<file path="config.mk">
export PLATFORM = sky130hd
export DESIGN_NAME = entry_mean_sequencer
export DESIGN_NICKNAME = d
export VERILOG_FILES = /design/src/rtl/entry_mean_pkg.sv /design/src/rtl/serial_const_div.sv /design/src/rtl/entry_mean_sequencer.sv
export SDC_FILE = /design/constraint.sdc
export NUM_CORES = 1
export LEC_CHECK = 0
export CORE_ASPECT_RATIO = 1.4
export CORE_MARGIN = 3
export CORE_UTILIZATION = 52
export CTS_CLUSTER_DIAMETER = 100
export DETAILED_ROUTE_END_ITERATION = 8
export GPL_ROUTABILITY_DRIVEN = 0
export HOLD_SLACK_MARGIN = 0.02
export PLACE_DENSITY = 0.8
export SYNTH_ARGS = -nofsm -noshare
export SYNTH_HDL_FRONTEND = slang
export SYNTH_SLANG_ARGS = --single-unit
</file>
<file path="constraint.sdc">
create_clock -name clk -period 2.65 [get_ports clk]
set_input_delay 0.6625 -clock clk [delete_from_list [all_inputs] [get_ports clk]]
set_output_delay 0.6625 -clock clk [all_outputs]
set_load 0.02 [all_outputs]
</file>
<file path="src/rtl/entry_mean_pkg.sv">
// Shared types and defaults for the entry-mean sequencer and its serial constant divider.
package entry_mean_pkg;

    localparam int unsigned N_ENTRIES   = 5;
    localparam int unsigned IN_W_DEF    = 16;
    localparam int unsigned OUT_W_DEF   = 12;
    localparam int unsigned DIVISOR_DEF = 5;

    typedef enum logic [1:0] {
        ST_IDLE,
        ST_DIV,
        ST_STORE,
        ST_DONE
    } state_t;

    // Remainder never exceeds divisor-1, plus one bit for the shifted trial value.
    function automatic int unsigned rem_width(input int unsigned divisor);
        return $clog2(divisor) + 1;
    endfunction

endpackage

</file>
<file path="src/rtl/serial_const_div.sv">
// One-bit-per-cycle restoring divider by a constant; quotient bits shift into the dividend register.
module serial_const_div
    import entry_mean_pkg::*;
#(
    parameter int unsigned IN_W    = IN_W_DEF,
    parameter int unsigned DIVISOR = DIVISOR_DEF
) (
    input  logic            clk,
    input  logic            rst,
    input  logic            load,
    input  logic [IN_W-1:0] dividend,
    input  logic            step_en,
    output logic [IN_W-1:0] quotient
);

    localparam int unsigned REM_W = rem_width(DIVISOR);

    logic [REM_W-1:0] rem_q;
    logic [IN_W-1:0]  quo_q;
    logic [REM_W-1:0] trial_c;
    logic             fits_c;

    // Shift the next dividend MSB into the remainder and try the subtraction.
    always_comb begin
        trial_c = {rem_q[REM_W-2:0], quo_q[IN_W-1]};
        fits_c  = (trial_c >= REM_W'(DIVISOR));
    end

    always_ff @(posedge clk or negedge rst) begin
        if (!rst) begin
            rem_q <= '0;
            quo_q <= '0;
        end else if (load) begin
            rem_q <= '0;
            quo_q <= dividend;
        end else if (step_en) begin
            rem_q <= fits_c ? (trial_c - REM_W'(DIVISOR)) : trial_c;
            quo_q <= {quo_q[IN_W-2:0], fits_c};
        end
    end

    assign quotient = quo_q;

endmodule

</file>
<file path="src/rtl/entry_mean_sequencer.sv">
// Computes five entry means (sum / DIVISOR) by time-sharing one serial divider.
// Define ENTRY_MEAN_SAT_EN to clamp oversized quotients and expose the sat flags.
module entry_mean_sequencer
    import entry_mean_pkg::*;
#(
    parameter int unsigned IN_W    = IN_W_DEF,
    parameter int unsigned OUT_W   = OUT_W_DEF,
    parameter int unsigned DIVISOR = DIVISOR_DEF
) (
    input  logic             clk,
    input  logic             rst,
    input  logic             start,
    input  logic [IN_W-1:0]  e1,
    input  logic [IN_W-1:0]  e2,
    input  logic [IN_W-1:0]  e3,
    input  logic [IN_W-1:0]  e4,
    input  logic [IN_W-1:0]  e5,
    output logic             busy,
    output logic [OUT_W-1:0] mean_e1,
    output logic [OUT_W-1:0] mean_e2,
    output logic [OUT_W-1:0] mean_e3,
    output logic [OUT_W-1:0] mean_e4,
    output logic [OUT_W-1:0] mean_e5,
    output logic             ready
`ifdef ENTRY_MEAN_SAT_EN
    ,
    output logic [N_ENTRIES-1:0] sat
`endif
);

    localparam int unsigned IDX_W  = $clog2(N_ENTRIES);
    localparam int unsigned STEP_W = $clog2(IN_W);
    localparam logic [IDX_W-1:0]  LAST_IDX  = IDX_W'(N_ENTRIES - 1);
    localparam logic [STEP_W-1:0] LAST_STEP = STEP_W'(IN_W - 1);

    state_t             state_q;
    logic [IDX_W-1:0]   idx_q;
    logic [STEP_W-1:0]  step_q;
    logic [IN_W-1:0]    ent_q  [N_ENTRIES];
    logic [OUT_W-1:0]   mean_q [N_ENTRIES];

    logic [IDX_W-1:0]   idx_nxt_c;
    logic               div_load_c;
    logic               div_step_c;
    logic [IN_W-1:0]    div_dividend_c;
    logic [IN_W-1:0]    quotient_c;
    logic [OUT_W-1:0]   mean_nxt_c;

    serial_const_div #(
        .IN_W    (IN_W),
        .DIVISOR (DIVISOR)
    ) u_div (
        .clk      (clk),
        .rst      (rst),
        .load     (div_load_c),
        .dividend (div_dividend_c),
        .step_en  (div_step_c),
        .quotient (quotient_c)
    );

    // Divider control: load e1 on accept, load the next captured entry on STORE.
    always_comb begin
        idx_nxt_c      = idx_q + IDX_W'(1);
        div_load_c     = 1'b0;
        div_step_c     = 1'b0;
        div_dividend_c = e1;
        case (state_q)
            ST_IDLE:  div_load_c = start;
            ST_DIV:   div_step_c = 1'b1;
            ST_STORE: begin
                if (idx_q != LAST_IDX) begin
                    div_load_c     = 1'b1;
                    div_dividend_c = ent_q[idx_nxt_c];
                end
            end
            default: ;
        endcase
    end

`ifdef ENTRY_MEAN_SAT_EN
    localparam logic [IN_W-1:0] MEAN_MAX = IN_W'((64'd1 << OUT_W) - 64'd1);

    logic over_c;

    always_comb begin
        over_c     = (quotient_c > MEAN_MAX);
        mean_nxt_c = over_c ? OUT_W'(MEAN_MAX) : OUT_W'(quotient_c);
    end

    always_ff @(posedge clk or negedge rst) begin
        if (!rst) begin
            sat <= '0;
        end else if (state_q == ST_STORE) begin
            sat[idx_q] <= over_c;
        end
    end
`else
    always_comb mean_nxt_c = OUT_W'(quotient_c);
`endif

    always_ff @(posedge clk or negedge rst) begin
        if (!rst) begin
            state_q <= ST_IDLE;
            idx_q   <= '0;
            step_q  <= '0;
            busy    <= 1'b0;
            ready   <= 1'b0;
            for (int i = 0; i < int'(N_ENTRIES); i++) begin
                ent_q[i]  <= '0;
                mean_q[i] <= '0;
            end
        end else begin
            ready <= 1'b0;
            case (state_q)
                ST_IDLE: begin
                    if (start) begin
                        ent_q[0] <= e1;
                        ent_q[1] <= e2;
                        ent_q[2] <= e3;
                        ent_q[3] <= e4;
                        ent_q[4] <= e5;
                        idx_q    <= '0;
                        step_q   <= '0;
                        busy     <= 1'b1;
                        state_q  <= ST_DIV;
                    end
                end
                ST_DIV: begin
                    step_q <= step_q + STEP_W'(1);
                    if (step_q == LAST_STEP) begin
                        state_q <= ST_STORE;
                    end
                end
                ST_STORE: begin
                    mean_q[idx_q] <= mean_nxt_c;
                    if (idx_q == LAST_IDX) begin
                        ready   <= 1'b1;
                        state_q <= ST_DONE;
                    end else begin
                        idx_q   <= idx_nxt_c;
                        step_q  <= '0;
                        state_q <= ST_DIV;
                    end
                end
                ST_DONE: begin
                    busy    <= 1'b0;
                    state_q <= ST_IDLE;
                end
                default: state_q <= ST_IDLE;
            endcase
        end
    end

    assign mean_e1 = mean_q[0];
    assign mean_e2 = mean_q[1];
    assign mean_e3 = mean_q[2];
    assign mean_e4 = mean_q[3];
    assign mean_e5 = mean_q[4];

endmodule

</file>
# Yosys cells after proc, flatten, opt, wreduce, memory -nomap -nowiden
# Cells that the tools add are included.
# op_classes
n_addsub,3
magnitude_cmp,4
eq_ne,9
n_mux,30
bitwise_logic,2
reduce_logical,11
# ops
op,count
$mux 16,6
$bwmux 60,1
$bmux 16 s3,1
$demux 12 s3,1
$mux 3,5
$mux 12,1
$pmux 4 s3,1
$ge 4x4->1 const B,2
$mux 4,2
$not 3->4,2
$pmux 2 s4,1
$mux 2,3
$ne 2x2->1 const B,3
$pmux 3 s2,1
$reduce_and 2->1,3
$reduce_and 3->1,2
$reduce_bool 2->1,3
$mux 1,5
$add 4x1->4 const B,1
$eq 2x2->1 const B,2
$eq 4x4->1 const B,1
$ge 4x3->1 const B,1
$lt 4x1->1 const B,1
$pmux 1 s2,2
8 further kinds,8
# totals
ff_bits,170
inputBits,83
word_cells,76

# Longest topological paths before layout
# depth
word_depth,8
depth_mapped,8
ltp_nobuf,6

# Hierarchy
# A second synthesis with hierarchy kept.
# unflattened
cells_unflattened,568
hier_area_um2,7636.1
# modules_own_cells
mod,n_inst,cells_each,area_per_inst_um2
entry_mean_sequencer,1,469,6647.6
serial_const_div,1,99,988.4

# Worst setup path after synthesis
# Ideal clock, no wire load.
# synth_path
path_kind,register to register
startpoint,reg idx_q[0]
endpoint,reg u_div.quo_q[10] (netlist: u_div.quotient[10])
arrival_ns,1.978
t_required_ns,2.526
setup_slack_ns,0.548
stages_incl_launch_ff,8
n_path_buf,2
path_cell_list,dfrtp_1 inv_1 ha_1 clkbuf_8 clkbuf_1 mux4_2 nor2b_1 a211o_2
# synth_via
elab_chain_cells,8
word_cells_on_any_way,12
cone_classes,1 x add/sub; 1 x eq/ne; 8 x mux; 1 x bitwise; 1 x reduce/logical
# synth_rtl
element,line,source
start: declaration,entry_mean_sequencer.sv:37,logic [IDX_W-1:0] idx_q;
start signal: assignment,entry_mean_sequencer.sv:140,idx_q <= idx_nxt_c;
$add 3x1->3,entry_mean_sequencer.sv:63,idx_nxt_c = idx_q + IDX_W'(1);
$not 3->4 (implied by the code),entry_mean_sequencer.sv:73,div_dividend_c = ent_q[idx_nxt_c];
$bmux 16 s3,entry_mean_sequencer.sv:73,
$mux 16 (implied by the code) (2 in series),entry_mean_sequencer.sv:73,
$mux 16,entry_mean_sequencer.sv:71,if (idx_q != LAST_IDX) begin
$mux 16,entry_mean_sequencer.sv:67,case (state_q)
$mux 16,serial_const_div.sv:33,end else if (load) begin
end signal: assignment,serial_const_div.sv:35,quo_q <= dividend;
end signal: assignment,serial_const_div.sv:38,"quo_q <= {quo_q[IN_W-2:0], fits_c};"
end: declaration,serial_const_div.sv:19,logic [IN_W-1:0] quo_q;
# Several ways; a longest one is shown, not always the timed one. The select of a mux whose other input is x is not followed.
# A chain may end at the register's enable or synchronous reset.

# Worst setup path after layout
# layout_path
startpoint,reg idx_q[0]
endpoint,reg u_div.quo_q[3] (netlist: u_div.quotient[3])
# The elaborated chain is that of the path after synthesis.

==> reports/metrics.csv <==
metric,value,unit
cts.sinks,170,
ys_ff_latch,170,
numCtsBuffers,17,
grt_usage,22.86,%
sequential_cell_area,4254,um^2
synth_cell_types,46,
num_antenna_cells,0,
critical_path_required,2960,ps
ios,145,
end_kind,register,
fin_nets,890,
core,13640,um^2
hold_class,in2async,
cap_violations,0,
clk_path_buf_depth,2,
relSlewSlack,40.28,%
ys_seq_area_share,57.60,%
cp.arrival,2630,ps
outcome,"finished, final reports clean",
avgSynthCellArea,11.21,um^2
path_delay_family,flip-flops,
ir_drop,0.5833,mV
path_buf_inv,2,
final_common_cell,nand2_1,
hold_viol,0,
fin_setup_tns,0,ps
cts_setup_buffers,0,
cts_root_buf,clkbuf_16,
p_leak,4.578,nW
whs,179.9,ps
synth-edff-count,0,
cellPowerDensity,902.4,nW/um^2
die_w,106.7,um
vias,5411,
startpoint_type,register,
fillCellCount,1010,
period_needed,2318,ps
power,8.662,mW
wire_per_inst,17.49,um
tightest_slew,894.0,ps
grt_pass1_vias,5602,
layout_common_cells,"nand2_1, dfrtp_1, clkdlybuf4s50_1, mux2_2, clkbuf_16",
clock.fmax,0.4315,GHz
finalCritPeriodShare,87.46,%
hpwl,12520,um
multi_input_area,2918,um^2
yosysWarningCount,0,
report.final.slew_viol_count,0,
drt_first_iter_violations,318,
rsz0062_at_grt,no,
grt_start_max_net_pins,81,
drc_errors,0,
io_buffers,144,
synth_area,7386,um^2
postCtsHoldBufs,0,
crit_path_top_delay_cell,dfrtp_1,
cts_resized,0,
die_area,15690,um^2
rows,50,
firstDrtPassIters,5,
wirelength,17430,um
start_util,54.16,%
area_growth,29.97,%
cp_max_fo,16,
final_antenna_net_count,0,
cts_tree,built,
yosys_most_used_dff,dfrtp_1,
drive_gt1_share,18.90,%
drt-vias-per-instance,5.427,
grt_pass1_wl,28300,um
htree_num_levels,4,
crit_chain,inv_1 > ha_1 > buf_4 > mux4_2 > nor2b_1 > a211o_2,
critPathMaxStageDelay,470,ps
die_h,147.0,um
antenna_found_initial,0,
grt_overflow,0,
async_flop_share,100.0,%
path_clk_slew,70,ps
critPathKind,reg2reg,
syn_inst,659,
final-setup-viol-count,0,
syn_nets,747,
clock_latency,430,ps
finalClockSkew,13.79,ps
-- where the power goes --
part           internal (mW)  total [mW]  leakage (nW)  switching (mW)
Combinational           1.18        2.27          2.11            1.09
Clock                   1.24        2.35         0.266            1.11
Sequential              3.39        4.03          2.20           0.641
-- through the flow --
| step | utilization, % | area, um^2 | worst slack, ps | instances |
|---|---|---|---|---|
| 2_1_floorplan | - | 7386 | 547.7 | 659 |
| 3_3_place_gp | 66.29 | 9041 | 300.3 | 965 |
| 3_5_place_dp | 66.29 | 9041 | 226.5 | 965 |
| 4_1_cts | 70.39 | 9599 | 354.5 | 997 |
| 5_1_grt | 70.39 | 9599 | 271.8 | 997 |
| 6_report | 70.39 | 9599 | 332.2 | 997 |
-- final cells by class --
cell class	instances	area share [%]
clock buffer	18	4.471
inverter	5	0.1955
multi-input combinational	445	30.40
tap	182	2.372
timing repair buffer	163	16.91
clock inverter	14	1.343
sequential	170	44.32
-- kinds of logic after synthesis --
family / after synthesis / share of synthesized area, %
compound gates: 63 / 7.234
xor+xnor: 2 / 0.2372
fa+ha+maj: 5 / 0.8470
buf+inv: 44 / 3.269
flops: 170 / 57.60
mux: 77 / 14.20
simple gates: 298 / 16.62
-- worst reg2reg max path: cells and delay by family (launching register included) --
family / cells / cell delay [ps]
compound gates: 1 / 340
fa+ha+maj: 1 / 420
simple gates: 1 / 160
mux: 1 / 340
flops: 1 / 470
buf+inv: 2 / 470
-- flip-flops by register name (all words and copies together), names as in the netlist --
signal,cells
mean_e1,12
state_q,2
mean_e5,12
u_div.quotient,16
idx_q,3
u_div.rem_q,3
mean_e2,12
mean_e4,12
step_q,4
ent_q,80
busy,1
ready,1
mean_e3,12
-- routing by layer --
metal	global-route usage (%)	share of wire [%]
met1	28.10	40
met2	40.57	53
met3	4.000	5.3
met4	7.678	1.6
met5	0	0
-- path summary, 6_finish.rpt --
| path | start | end | slack, ps | depth (start not counted) |
|---|---|---|---|---|
| setup / recovery | idx_q[0] | u_div.quotient[3] | 330 | 6 |
| hold / removal | rst | ent_q[49] | 180 | 1 |
| setup reg to reg | idx_q[0] | u_div.quotient[3] | 330 | 6 |
| hold reg to reg | ent_q[28] | ent_q[28] | 470 | 2 |
| max in group asynchronous | rst | mean_e1[0] | 1720 | 2 |
| min in group clk | ent_q[28] | ent_q[28] | 470 | 2 |
-- synth_stat cells, types with 2 or more instances --
| cell | number | area share (%) |
|---|---|---|
| nor4_1 | 2 | 0.17 |
| buf_6 | 4 | 0.61 |
| o2bb2ai_1 | 12 | 1.4 |
| buf_2 | 7 | 0.47 |
| a22oi_1 | 12 | 1.2 |
| nand2_1 | 249 | 13 |
| a21oi_1 | 2 | 0.14 |
| nor2b_1 | 17 | 1.4 |
| clkbuf_1 | 23 | 1.2 |
| dfrtp_1 | 170 | 58 |
| inv_1 | 5 | 0.25 |
| buf_4 | 2 | 0.20 |
| nand3_1 | 5 | 0.34 |
| ha_1 | 5 | 0.85 |
| o21ai_0 | 9 | 0.61 |
| a211o_2 | 12 | 1.6 |
| clkbuf_8 | 3 | 0.56 |
| a2bb2oi_1 | 2 | 0.24 |
| nand2b_1 | 8 | 0.68 |
| nor2_1 | 8 | 0.41 |
| nand4_1 | 3 | 0.25 |
| mux4_2 | 15 | 4.6 |
| a22o_1 | 2 | 0.24 |
| mux2_2 | 60 | 9.1 |
Power figures use the tool's default switching activity.
